$ cat src/rtl/control_unit.sv
// control_unit: falling-edge Moore sequencer driving a 10-bit, four-register bus datapath.
// Define CTRL_EXEC_EDGE_EN to start instructions on a rising edge of EXEC instead of its level.
module control_unit (
    input  logic       CLKb,
    input  logic       Reset,
    input  logic [9:0] INST,
    input  logic       EXEC,
    output logic [9:0] IMM,
    output logic       ENW,
    output logic       Ext,
    output logic [3:0] Rin,
    output logic [3:0] Rout,
    output logic [3:0] ALUcont,
    output logic       Ain,
    output logic       Gin,
    output logic       Gout,
    output logic       Done
);

    typedef enum logic [1:0] {T0 = 2'd0, T1 = 2'd1, T2 = 2'd2, T3 = 2'd3} step_e;

    typedef enum logic [2:0] {
        OP_LD  = 3'd0,
        OP_CP  = 3'd1,
        OP_BIN = 3'd2,
        OP_UN  = 3'd3,
        OP_IMM = 3'd4,
        OP_NOP = 3'd5
    } op_e;

    step_e      step_q, step_d;
    logic [9:0] ir_q, ir_d;
    logic       trigger;
    op_e        op;

    logic [1:0] cls;
    logic [1:0] x_sel;
    logic [1:0] y_sel;
    logic [3:0] fn;
    logic [3:0] x_oh;
    logic [3:0] y_oh;

    assign cls   = ir_q[9:8];
    assign x_sel = ir_q[7:6];
    assign y_sel = ir_q[5:4];
    assign fn    = ir_q[3:0];
    assign x_oh  = 4'b0001 << x_sel;
    assign y_oh  = 4'b0001 << y_sel;

    // The immediate always reflects IR, so it reads zero out of reset.
    assign IMM = {4'b0000, ir_q[5:0]};

`ifdef CTRL_EXEC_EDGE_EN
    logic exec_q;

    always_ff @(negedge CLKb or posedge Reset) begin
        if (Reset) exec_q <= 1'b0;
        else       exec_q <= EXEC;
    end

    assign trigger = EXEC & ~exec_q;
`else
    assign trigger = EXEC;
`endif

    always_comb begin
        op = OP_NOP;
        case (cls)
            2'b10, 2'b11: op = OP_IMM;
            2'b01:        op = OP_NOP;
            default: begin
                case (fn)
                    4'b0000:                            op = OP_LD;
                    4'b0001:                            op = OP_CP;
                    4'b0100, 4'b0101:                   op = OP_UN;
                    4'b1100, 4'b1101, 4'b1110, 4'b1111: op = OP_NOP;
                    default:                            op = OP_BIN;
                endcase
            end
        endcase
    end

    // NOTE: every output gets a default before the case so no latch is inferred.
    always_comb begin
        ENW     = 1'b0;
        Ext     = 1'b0;
        Rin     = 4'b0000;
        Rout    = 4'b0000;
        ALUcont = 4'b0000;
        Ain     = 1'b0;
        Gin     = 1'b0;
        Gout    = 1'b0;
        Done    = 1'b0;
        case (step_q)
            T1: begin
                case (op)
                    OP_LD: begin
                        Ext  = 1'b1;
                        Rin  = x_oh;
                        Done = 1'b1;
                    end
                    OP_CP: begin
                        Rout = y_oh;
                        Rin  = x_oh;
                        Done = 1'b1;
                    end
                    OP_BIN, OP_IMM: begin
                        Rout = x_oh;
                        Ain  = 1'b1;
                    end
                    OP_UN: begin
                        Rout    = y_oh;
                        Gin     = 1'b1;
                        ALUcont = fn;
                    end
                    default: Done = 1'b1;
                endcase
            end
            T2: begin
                case (op)
                    OP_BIN: begin
                        Rout    = y_oh;
                        Gin     = 1'b1;
                        ALUcont = fn;
                    end
                    OP_IMM: begin
                        ENW     = 1'b1;
                        Gin     = 1'b1;
                        ALUcont = cls[0] ? 4'b0011 : 4'b0010;
                    end
                    OP_UN: begin
                        Gout = 1'b1;
                        Rin  = x_oh;
                        Done = 1'b1;
                    end
                    default: ;
                endcase
            end
            T3: begin
                if (op == OP_BIN || op == OP_IMM) begin
                    Gout = 1'b1;
                    Rin  = x_oh;
                    Done = 1'b1;
                end
            end
            default: ;
        endcase
    end

    // IR only loads on a T0 trigger; INST and EXEC are ignored mid-instruction.
    always_comb begin
        step_d = step_q;
        ir_d   = ir_q;
        if (Done) begin
            step_d = T0;
        end else begin
            case (step_q)
                T0: begin
                    if (trigger) begin
                        step_d = T1;
                        ir_d   = INST;
                    end
                end
                T1:      step_d = T2;
                T2:      step_d = T3;
                default: step_d = T0;
            endcase
        end
    end

    // NOTE: sequential state uses non-blocking assignments so all registers update together.
    always_ff @(negedge CLKb or posedge Reset) begin
        if (Reset) begin
            step_q <= T0;
            ir_q   <= 10'd0;
        end else begin
            step_q <= step_d;
            ir_q   <= ir_d;
        end
    end

endmodule
$ cat config.mk
export PLATFORM = sky130hd
export DESIGN_NAME = control_unit
export DESIGN_NICKNAME = d
export VERILOG_FILES = /design/src/rtl/control_unit.sv
export SDC_FILE = /design/constraint.sdc
export NUM_CORES = 1
export LEC_CHECK = 0
export BUFFER_PORTS_ARGS = -buffer_cell sky130_fd_sc_hd__buf_2
export CAP_MARGIN = 10
export CORE_MARGIN = 2
export CORE_UTILIZATION = 48
export DETAILED_ROUTE_END_ITERATION = 8
export PLACE_DENSITY = 0.88
export SLEW_MARGIN = 20
export SYNTH_ARGS = -nofsm -noshare
export SYNTH_HDL_FRONTEND = slang
export SYNTH_SLANG_ARGS = --single-unit
$ cat constraint.sdc
create_clock -name CLKb -period 2.3 [get_ports CLKb]
set_input_delay 0.46 -clock CLKb [delete_from_list [all_inputs] [get_ports CLKb]]
set_output_delay 0.46 -clock CLKb [all_outputs]
set_load 0.05 [all_outputs]
==> results of run 1 <==
## through the flow
step,setup slack (ns),util (%)
floorplan,-0.994,-
global placement,-0.991,81.8
detailed placement,-1.14,81.8
## kinds of logic after synthesis
| family | Yosys count | share of synthesized area [%] |
|---|---|---|
| buffers and inverters | 23 | 13.5 |
| AND/OR/NAND/NOR | 39 | 20.6 |
| multiplexers | 12 | 15.6 |
| AO/OA/AOI/OAI | 24 | 15.8 |
| other | 1 | 0.353 |
| adder cells (fa/ha/maj) | 5 | 5.88 |
| flip-flops | 12 | 28.2 |
## cells in the mapped netlist
cell       count
a21oi_1        5
and2_1         2
mux2_2         1
o21ai_1        1
nor2_1        10
nand2b_1       4
o31ai_1        1
o32ai_1        2
mux2_4         9
nor2b_1        3
buf_4         11
nand3_1        2
a221oi_1       1
mux2i_1        2
o2bb2ai_1      1
conb_1         1
or3b_4         1
o21ai_0        3
inv_1          9
o21a_1         1
a32oi_1        1
o22ai_1        3
o211ai_1       1
nor3b_1        1
buf_6          2
a21o_1         2
nand3b_1       3
nor4_4         1
dfrtn_1       12
buf_2          1
or2_2          1
nand2_1        7
ha_1           5
nor3_1         4
a31oi_2        1
o21ba_2        1
==> impl_metrics.env, run 1 <==
export IMPL_outcome="stopped before the end"
export IMPL_lastStage="4_1_cts"
export IMPL_stop_error="[ERROR DPL-0038] Utilization greater than 100%, impossible to legalize"
export IMPL_mappedNetlistArea_sq_um=1060
export IMPL_rows=17
export IMPL_cts_resized=82
export IMPL_cts_made_buffers=3
export IMPL_dpl_cell_count=210
export IMPL_cts_htree_levels=1
export IMPL_num_io_pins=41
export IMPL_dpl_cell_area_sq_um=1760
export IMPL_ys_ff_latch=12
export IMPL_postCtsHoldBufs=0
export IMPL_syn_inst=116
export IMPL_synth_cell_type_count=36
export IMPL_die_x_um=51.1
export IMPL_cts_setup_buffers=8
export IMPL_cts_buffer_depth=2
export IMPL_place_hpwl_mm=3.00
export IMPL_io_buffer_count=36
export IMPL_cts_root_buf="clkbuf_4"
export IMPL_clkSinkCount=12
export IMPL_start_util_pct=49.5
export IMPL_synth_top_area_share_pct=28.2
export IMPL_synthTopCellsByArea="dfrtn_1 28%, mux2_4 13%, buf_4 7.8%, ha_1 5.9%, nor2_1 3.5%"
export IMPL_die_h_um=51.1
export IMPL_syn_mean_instance_area_sq_um=9.17
export IMPL_ys_seq_area_share_pct=28.2
export IMPL_ys_warn_count=0
export IMPL_place_congestion=0.973
export IMPL_yosys_area_top_type="dfrtn_1"
==> inputs of run 2 (changes only) <==
CORE_AREA = 2 2 63 65   (was unset)
CORE_MARGIN = unset   (was 2)
CORE_UTILIZATION = unset   (was 48)
DIE_AREA = 0 0 65 67   (was unset)
PLACE_DENSITY = unset   (was 0.88)
PLACE_DENSITY_LB_ADDON = 0.15   (was unset)
==> run 2 against run 1 <==
Synthesized cell count did not move. Synthesized area is the same. The flow now finishes, with violations (setup timing).
==> impl_metrics.env, run 2 <==
export IMPL_outcome="complete, but fails checks"
export IMPL_violations="setup timing"
export IMPL_clkSinkCount=12
export IMPL_ys_ff_latch=12
export IMPL_finalHoldViolations=0
export IMPL_final_util_pct=59.8
export IMPL_top_register="ir_q"
export IMPL_grt_pass1_vias=1167
export IMPL_insertion_delay_ns=0.26
export IMPL_dpl_cell_count=234
export IMPL_fin_skew_ns=0.000637
export IMPL_grt_overflow=0
export IMPL_io_buffer_count=36
export IMPL_finalWirelength_mm=3.36
export IMPL_grt_pass1_wl_mm=5.40
export IMPL_layout_setup_ws_ns=-1.25
export IMPL_die_h_um=67
export IMPL_end_kind="primary output"
export IMPL_ys_warn_count=0
export IMPL_drive_gt1_share_pct=74.0
export IMPL_leakage_nw=0.977
export IMPL_cts_tree="built"
export IMPL_syn_mean_instance_area_sq_um=9.17
export IMPL_crit_fanout=5
export IMPL_slowest_delay_ns=0.53
export IMPL_die_x_um=65
export IMPL_nNetsFinal=216
export IMPL_r2r_setup_slack_ns=-0.11
export IMPL_largest_reg_flops=10
export IMPL_critPathTopFamily="flip-flops"
export IMPL_ys_seq_area_share_pct=28.2
export IMPL_worstHoldPathType="flop to flop"
export IMPL_crit_arrival_ns=3.09
export IMPL_final_common_cell="buf_4"
export IMPL_cts_made_buffers=3
export IMPL_postCtsHoldBufs=0
export IMPL_p_per_area_nw_per_um2=1690
export IMPL_num_vias=1118
export IMPL_final_setup_tns_ns=-23.39
export IMPL_synthArstFlopShare_pct=100
export IMPL_cp_buffers_inverters=1
export IMPL_synth_cell_type_count=36
export IMPL_cp_cell_sequence="nor2b_2, a21oi_2, o32ai_2, nand3b_1, o32ai_4, buf_6"
export IMPL_path_clk_slew_ns=0.04
export IMPL_start_util_pct=29.5
export IMPL_vdd_drop_max_mv=0.816
export IMPL_synth_edf_count=0
export IMPL_cts_buffer_depth=2
export IMPL_synthFlopType="dfrtn_1"
export IMPL_maxCapViolations=0
export IMPL_yosys_area_top_type="dfrtn_1"
export IMPL_cp_slowest_cell="dfrtn_1"
export IMPL_place_congestion=0.854
export IMPL_cts_htree_levels=1
export IMPL_vias_per_cell=4.58
export IMPL_grt_max_degree=11
export IMPL_synthTopCellsByArea="dfrtn_1 28%, mux2_4 13%, buf_4 7.8%, ha_1 5.9%, nor2_1 3.5%"
export IMPL_final_cell_mix="46 x buf_4, 22 x buf_6, 12 x buf_2, 12 x dfrtn_1, 9 x mux2_4"
export IMPL_die_area_sq_um=4360
export IMPL_synth_common_cells="12 x dfrtn_1, 11 x buf_4, 10 x nor2_1"
export IMPL_drv_slew=0
export IMPL_area_growth_pct=103
export IMPL_cts_root_buf="clkbuf_8"
export IMPL_startpoint_type="flop"
export IMPL_largest_registers="ir_q x10, step_q x2"
export IMPL_coreArea_sq_um=3610
export IMPL_finalNonFillerCells=244
export IMPL_wl_per_cell_um=13.8
export IMPL_syn_inst=116
export IMPL_setup_viol=33
export IMPL_postRouteAntennaNets=0
export IMPL_place_hpwl_mm=2.60
export IMPL_post_route_drc_count=0
export IMPL_critical_path_class="flop to primary output"
export IMPL_grt_usage_pct=16.2
export IMPL_worstPathRequired_ns=1.84
export IMPL_rsz0062_at_grt="true"
export IMPL_first_pass_iters=4
export IMPL_num_io_pins=41
export IMPL_rows=22
export IMPL_antenna_found_initial=0
export IMPL_mappedNetlistArea_sq_um=1060
export IMPL_synth_most_common_cell="dfrtn_1"
export IMPL_insertedDiodeCount=0
export IMPL_synth_top_area_share_pct=28.2
export IMPL_drt_iter0_markers=21
==> run 2: path summary, 6_finish.rpt <==
path	start	end	depth (start not counted)
max	ir_q[1]$_DFFE_NP0P_	Rout[0]	6
min	ir_q[5]$_DFFE_NP0P_	ir_q[5]$_DFFE_NP0P_	2
max reg2reg	step_q[0]$_DFFE_NP0P_	ir_q[1]$_DFFE_NP0P_	11
min reg2reg	ir_q[5]$_DFFE_NP0P_	ir_q[5]$_DFFE_NP0P_	2
max in group asynchronous	Reset	step_q[0]$_DFFE_NP0P_	3
min in group asynchronous	Reset	ir_q[2]$_DFFE_NP0P_	2
==> run 2: routing by layer <==
| metal | vias up | track usage (%) | part of all wire (%) |
|---|---|---|---|
| li1 | 552 | - | - |
| met1 | 530 | 19.8 | 44 |
| met2 | 34 | 29.4 | 51 |
| met3 | 2 | 4.05 | 4.6 |
| met4 | 0 | 2.13 | 0.54 |
| met5 | - | 0 | 0 |
==> run 2: cell families (layout without fill, tap and decap cells) <==
kind of cell | count (synthesis) | count (layout) | share of synthesized area [%]
AOI/OAI and AO/OA | 24 | 24 | 15.8
adders and majority gates | 5 | 5 | 5.88
buffers and inverters | 23 | 100 | 13.5
DFF | 12 | 12 | 28.2
muxes | 12 | 12 | 15.6
other | 1 | 4 | 0.353
and+or+nand+nor | 39 | 39 | 20.6
==> run 2: final cells by class <==
class | instances | area, sq um
Fill cell | 302 | 1450
Tap cell | 48 | 60.1
Inverter | 9 | 36.3
Multi-Input combinational cell | 84 | 935
Sequential cell | 12 | 300
Clock buffer | 3 | 41.3
Timing Repair Buffer | 88 | 783
==> run 2: where the power goes <==
| group | internal (mW) | total, mW | switching (mW) | leakage (nW) |
|---|---|---|---|---|
| combinational | 1.47 | 2.97 | 1.50 | 0.812 |
| clock | 0.115 | 0.191 | 0.0757 | 0.0216 |
| sequential | 0.330 | 0.472 | 0.142 | 0.143 |
==> run 2: worst min-delay path, cell delays in order, from the launching register on <==
cell	delay, ns
dfrtn_1	0.45
buf_6	0.12
mux2_4	0.13
==> run 2: per-stage QoR <==
stage / area (sq um) / hold WS, ns / total power [mW] / setup slack (ns)
after floorplan: 1330 / 0.480 / 2.20 / -0.994
after global placement: 1820 / 0.589 / 2.97 / -1.04
after detailed placement: 1820 / 0.583 / 3.00 / -1.09
after CTS: 2100 / 0.602 / 3.56 / -1.24
after global routing: 2160 / 0.659 / 3.84 / -1.34
final: 2160 / 0.618 / 3.64 / -1.25
==> run 2: timing repair <==
item	4_1_cts	5_1_grt
buffers inserted	4	4
pin swaps	11	6
endpoints found under the setup margin	33	33
resized for setup	60	9
(Power assumes the default switching activity.)
==> inputs of run 3 (changes only) <==
ABC_AREA = 1   (was unset)
MAX_ROUTING_LAYER = met4   (was unset)
clock period = 3.8 ns   (was 2.3 ns; I/O delays follow)
==> run 3 against run 2 <==
The flow still finishes with violations (setup timing). Synthesized cell count grew 46%. Sequential cell count is the same. Routed wire length is 4.6% lower. Clock power decreased by 40%. Combinational power fell by 43%. Power is 43% lower. Count of clock-buffer cells in the layout stayed put. Critical path type unchanged. Largest cell class unchanged. Largest power group unchanged.
==> impl_metrics.env, run 3 <==
export IMPL_syn_mean_instance_area_sq_um=6.69
export IMPL_clkSinkCount=12
export IMPL_vias_per_cell=4.38
export IMPL_layout_setup_ws_ns=-0.657
export IMPL_synth_most_common_cell="nand2_1"
export IMPL_num_vias=1291
export IMPL_p_per_area_nw_per_um2=991
export IMPL_synth_common_cells="46 x nand2_1, 26 x inv_1, 20 x nand3_1"
export IMPL_post_route_drc_count=0
export IMPL_fin_skew_ns=0.00277
export IMPL_cp_common_cell="nand2_4"
export IMPL_cp_slowest_cell="dfrtn_1"
export IMPL_cts_made_buffers=3
export IMPL_leakage_nw=1.04
export IMPL_synth_top_area_share_pct=26.5
export IMPL_insertion_delay_ns=0.26
export IMPL_rsz0062_at_grt="true"
export IMPL_worstPathRequired_ns=3.04
export IMPL_postRouteAntennaNets=0
export IMPL_first_pass_iters=4
export IMPL_coreArea_sq_um=3610
export IMPL_cts_root_buf="clkbuf_8"
export IMPL_crit_arrival_ns=3.70
export IMPL_setup_viol=18
export IMPL_critical_path_class="flop to primary output"
export IMPL_drive_gt1_share_pct=59.1
export IMPL_final_common_cell="buf_4"
export IMPL_io_buffer_count=36
export IMPL_largest_registers="ir_q x10, step_q x2"
export IMPL_outcome="complete, but fails checks"
export IMPL_final_cell_mix="45 x buf_4, 37 x nand2_1, 18 x buf_2, 16 x nand3_1, 15 x inv_1"
export IMPL_grt_overflow=0
export IMPL_die_area_sq_um=4360
export IMPL_total_power_mw=2.06
export IMPL_drt_iter0_markers=21
export IMPL_crit_fanout=6
export IMPL_startpoint_type="flop"
export IMPL_antenna_found_initial=0
export IMPL_top_register="ir_q"
export IMPL_violations="setup timing"
export IMPL_grt_pass1_wl_mm=5.34
export IMPL_synth_edf_count=0
export IMPL_vdd_drop_max_mv=0.505
export IMPL_largest_reg_flops=10
export IMPL_cts_tree="built"
export IMPL_area_growth_pct=84.2
export IMPL_num_io_pins=41
export IMPL_grt_usage_pct=16.3
export IMPL_cts_htree_levels=1
export IMPL_yosys_area_top_type="dfrtn_1"
export IMPL_rows=22
export IMPL_die_x_um=65
export IMPL_synthTopCellsByArea="dfrtn_1 27%, nand2_1 15%, nand3_1 8.8%, inv_1 8.6%, buf_4 6.6%"
export IMPL_worstHoldPathType="flop to flop"
export IMPL_end_kind="primary output"
export IMPL_synth_cell_type_count=22
export IMPL_finalWirelength_mm=3.20
export IMPL_start_util_pct=31.4
export IMPL_mappedNetlistArea_sq_um=1130
export IMPL_die_h_um=67
export IMPL_place_congestion=0.802
export IMPL_ys_seq_area_share_pct=26.5
export IMPL_grt_max_degree=13
export IMPL_place_hpwl_mm=2.60
export IMPL_wl_per_cell_um=10.9
export IMPL_insertedDiodeCount=0
export IMPL_path_clk_slew_ns=0.04
export IMPL_nFillCells=340
export IMPL_ys_warn_count=0
export IMPL_cp_cell_sequence="inv_2, nand2_1, nand2_2, nand2_4, nand2_4, nand3_2, nand2_4, o21ai_4, nor2_4, buf_8"
export IMPL_finalHoldViolations=0
export IMPL_drv_slew=0
export IMPL_cts_buffer_depth=2
export IMPL_maxCapViolations=0
export IMPL_ys_ff_latch=12
export IMPL_synthFlopType="dfrtn_1"
export IMPL_synthArstFlopShare_pct=100
export IMPL_grt_pass1_vias=1276
export IMPL_final_util_pct=57.8
export IMPL_slowest_delay_ns=0.44
export IMPL_nNetsFinal=267
export IMPL_syn_inst=169
[run 3: cell types whose count changed in the layout (fill, tap and decap cells not counted), sizes merged, moves of 4 or more]
| cell | delta |
|---|---|
| nand2 | +44 |
| nand3 | +25 |
| inv | +15 |
| mux2 | -10 |
| nor2 | +6 |
| buf | -4 |
| clkinvlp | +4 |
| nand2b | -4 |
[run 3: layer usage]
layer / wire length, um / GRT usage [%] / share of wire [%] / vias to the layer above
met5: 0 / - / 0 / -
met3: 108 / 1.01 / 3.4 / 6
met1: 1410 / 19.7 / 44 / 574
met4: 53 / 7.18 / 1.7 / 0
met2: 1630 / 28.4 / 51 / 36
li1: - / - / - / 675
[run 3: timing repair]
action / in CTS / in global routing
hold buffers: 0 / 0
pin swaps: 8 / 9
gates resized for setup: 58 / 15
setup buffers: 6 / 1
endpoints found under the setup margin: 18 / 18
[run 3: worst max-delay path, delay by kind of cell, from the launching register on]
kind	cells	cell delay, ns
compound gates	1	0.29
buf+inv	2	0.22
flops	1	0.44
simple gates	7	0.59
[run 3: kinds of logic (layout without fill, tap and decap cells)]
group	after synthesis	in the layout	synth area share, %
adder cells (fa/ha/maj)	5	5	5.53
AND/OR/NAND/NOR	99	99	43.4
other	1	4	0.332
AO/OA/AOI/OAI	12	12	5.53
flip-flops	12	12	26.5
buffers and inverters	40	115	18.7
[run 3: power breakdown]
part | switching, mW | leakage (nW) | total [mW] | internal [mW]
registers | 0.0543 | 0.149 | 0.250 | 0.196
clock network | 0.0450 | 0.0216 | 0.115 | 0.0697
logic | 1.00 | 0.872 | 1.70 | 0.695
[run 3: worst paths after layout]
path | from | end | slack, ns | cells past startpoint
worst min-delay path | ir_q[9]$_DFFE_NP0P_ | ir_q[9]$_DFFE_NP0P_ | 0.48 | 2
max in group asynchronous | Reset | ir_q[3]$_DFFE_NP0P_ | 1.17 | 2
worst min register to register | ir_q[9]$_DFFE_NP0P_ | ir_q[9]$_DFFE_NP0P_ | 0.48 | 2
worst max-delay path | ir_q[2]$_DFFE_NP0P_ | Rin[1] | -0.66 | 10
min in group asynchronous | Reset | ir_q[8]$_DFFE_NP0P_ | 2.29 | 2
worst max register to register | ir_q[9]$_DFFE_NP0P_ | ir_q[9]$_DFFE_NP0P_ | 1.86 | 14
[run 3: layout make-up]
| cell class | instances | area [sq um] | area share [%] |
|---|---|---|---|
| timing repair buffer | 84 | 694 | 33.3 |
| sequential | 12 | 300 | 14.4 |
| tap | 48 | 60.1 | 2.88 |
| clock buffer | 3 | 41.3 | 1.98 |
| inverter | 28 | 125 | 6.01 |
| multi-input combinational | 120 | 862 | 41.4 |
[run 3: metrics by stage]
stage,std cells,cell area [sq um],setup WS (ns),TNS [ns],hold slack (ns)
CTS,295,2040,-0.643,-9.98,0.482
global placement,287,1770,-0.457,-6.26,0.469
floorplan,172,1310,-0.490,-6.09,0.444
finish,295,2080,-0.657,-10.00,0.479
detailed placement,287,1770,-0.507,-6.80,0.481
global route,295,2080,-0.781,-12.03,0.498
==> inputs of run 4 (changes only) <==
--- a/constraint.sdc
+++ b/constraint.sdc
@@ -3,2 +3,2 @@
 set_output_delay 0.76 -clock CLKb [all_outputs]
-set_load 0.05 [all_outputs]
+set_load 0.1 [all_outputs]
==> run 4 against run 3 <==
The flow still finishes with violations (setup timing). First-iteration DRC count rose by 120%. Count of clock-buffer cells in the layout grew 1. Critical path depth rose by 1. Worst setup slack lost 0.038 ns. Cell count fell by 0.34%. Sequential share of layout area is 1.2 points lower. Final area grew 9.3%. Routed wire length increased by 6.4%. Clock skew shrank 0.0017 ns. Via count increased by 2.2%. Non-clock buffer count down 2. Sequential cell count stayed put. Largest cell class is now buffers. Highest routed layer unchanged.
==> impl_metrics.env, run 4 (synthesis gave the netlist of run 3 again) <==
export IMPL_worstPathRequired_ns=3.04
export IMPL_place_hpwl_mm=2.89
export IMPL_nNetsFinal=265
export IMPL_crit_arrival_ns=3.73
export IMPL_largest_registers="ir_q x10, step_q x2"
export IMPL_drt_iter0_markers=47
export IMPL_layout_setup_ws_ns=-0.695
export IMPL_grt_overflow=0
export IMPL_rr_endpoint="ir_q[8]$_DFFE_NP0P_"
export IMPL_grt_max_degree=13
export IMPL_place_congestion=0.885
export IMPL_grt_pass1_vias=1351
export IMPL_r2r_setup_slack_ns=1.97
export IMPL_end_kind="primary output"
export IMPL_insertion_delay_ns=0.26
export IMPL_insertedDiodeCount=0
export IMPL_r2r_start="ir_q[2]$_DFFE_NP0P_"
export IMPL_die_h_um=67
export IMPL_setup_viol=18
export IMPL_cts_htree_levels=1
export IMPL_final_setup_tns_ns=-11.24
export IMPL_die_x_um=65
export IMPL_post_route_drc_count=0
export IMPL_postCtsHoldBufs=0
export IMPL_worstHoldPathType="flop to flop"
export IMPL_finalWirelength_mm=3.41
export IMPL_grt_usage_pct=17.4
export IMPL_num_vias=1320
export IMPL_num_io_pins=41
export IMPL_rsz0062_at_grt="true"
export IMPL_final_common_cell="buf_4"
export IMPL_cts_root_buf="clkbuf_8"
export IMPL_slowest_delay_ns=0.43
export IMPL_cp_slowest_cell="dfrtn_1"
export IMPL_io_buffer_count=36
export IMPL_maxCapViolations=0
export IMPL_cts_tree="built"
export IMPL_antenna_found_initial=0
export IMPL_cp_cell_sequence="inv_2, nand2_1, nand2_1, nand2_2, nand2_4, inv_1, nand3_1, o21ai_1, inv_2, nor3_4, buf_12"
export IMPL_cts_made_buffers=3
export IMPL_drv_slew=0
export IMPL_first_pass_iters=4
export IMPL_final_cell_mix="45 x buf_4, 37 x nand2_1, 24 x buf_12, 17 x inv_1, 14 x nand3_1"
export IMPL_critical_path_class="flop to primary output"
export IMPL_startpoint_type="flop"
export IMPL_area_growth_pct=101
export IMPL_coreArea_sq_um=3610
export IMPL_grt_pass1_wl_mm=5.61
export IMPL_outcome="complete, but fails checks"
export IMPL_cts_buffer_depth=2
export IMPL_rows=22
export IMPL_die_area_sq_um=4360
export IMPL_fin_skew_ns=0.00108
export IMPL_violations="setup timing"
export IMPL_drive_gt1_share_pct=57.7
export IMPL_wl_per_cell_um=11.6
export IMPL_largest_reg_flops=10
export IMPL_clkSinkCount=12
export IMPL_postRouteAntennaNets=0
export IMPL_min_to="ir_q[0]$_DFFE_NP0P_"
export IMPL_top_register="ir_q"
export IMPL_min_from="ir_q[0]$_DFFE_NP0P_"
export IMPL_path_clk_slew_ns=0.04
export IMPL_start_util_pct=31.4
export IMPL_hold_depth=3
export IMPL_reg2reg_depth=13
export IMPL_finalHoldViolations=0
export IMPL_crit_fanout=6
export IMPL_vias_per_cell=4.49
[run 4: cell count changes in the layout (fill, tap and decap cells not counted), moves of 3 or more]
| cell | delta |
|---|---|
| buf_2 | -6 |
| nand3_2 | +3 |
| buf_8 | -8 |
| buf_6 | -12 |
| buf_12 | +24 |
[run 4: what timing repair did]
item / 4_1_cts / 5_1_grt
buffers inserted: 2 / 1
pin swaps: 13 / 6
gates resized for setup: 11 / 11
setup endpoints to repair: 18 / 19
[run 4: worst max path at each step]
| stage | start | end | slack [ns] | depth (start not counted) |
|---|---|---|---|---|
| 6_report | ir_q[2]$_DFFE_NP0P_ | ALUcont[2] | -0.69 | 11 |
| 5_1_grt | ir_q[8]$_DFFE_NP0P_ | Rout[3] | -0.79 | 12 |
| 4_1_cts | ir_q[9]$_DFFE_NP0P_ | Rin[0] | -0.69 | 8 |
| 3_5_place_dp | ir_q[8]$_DFFE_NP0P_ | Rout[3] | -0.49 | 12 |
| 3_3_place_gp | ir_q[8]$_DFFE_NP0P_ | Rout[3] | -0.41 | 12 |
| 2_1_floorplan | ir_q[9]$_DFFE_NP0P_ | Rout[3] | -0.88 | 11 |
[run 4: critical path: cells and delay by family (launching register included)]
family / cells / cell delay, ns
AO/OA/AOI/OAI: 1 / 0.11
buffers and inverters: 4 / 0.43
AND/OR/NAND/NOR: 6 / 0.59
flip-flops: 1 / 0.43
[run 4: per-stage QoR]
stage | hold WS [ns] | utilization [%] | setup slack, ns | instance area (sq um) | cells
6_report | 0.562 | 63.2 | -0.695 | 2280 | 294
5_1_grt | 0.599 | 63.2 | -0.787 | 2280 | 294
4_1_cts | 0.563 | 61.9 | -0.694 | 2230 | 293
3_5_place_dp | 0.502 | 58.9 | -0.486 | 2120 | 287
3_3_place_gp | 0.488 | 58.9 | -0.408 | 2120 | 287
2_1_floorplan | 0.444 | - | -0.876 | 1310 | 172
[run 4: cell type report]
cell class | instances | area (sq um)
fillers | 315 | 1330
repair buffers | 82 | 890
multi-input cells | 120 | 848
flip-flops and latches | 12 | 300
inverters | 28 | 124
well taps | 48 | 60.1
clock buffers | 4 | 55.1
[run 4: per-layer routing]
| layer | global-route usage, % | share of wire (%) | vias up |
|---|---|---|---|
| li1 | - | - | 670 |
| met1 | 18.2 | 40 | 598 |
| met2 | 31.2 | 51 | 41 |
| met3 | 1.86 | 4.3 | 11 |
| met4 | 11.2 | 3.9 | 0 |
| met5 | - | 0 | - |
Power of run 4 is left out: the tool's default activity adds up to more than one toggle a clock period on the data nets, which glitch-free logic cannot reach.
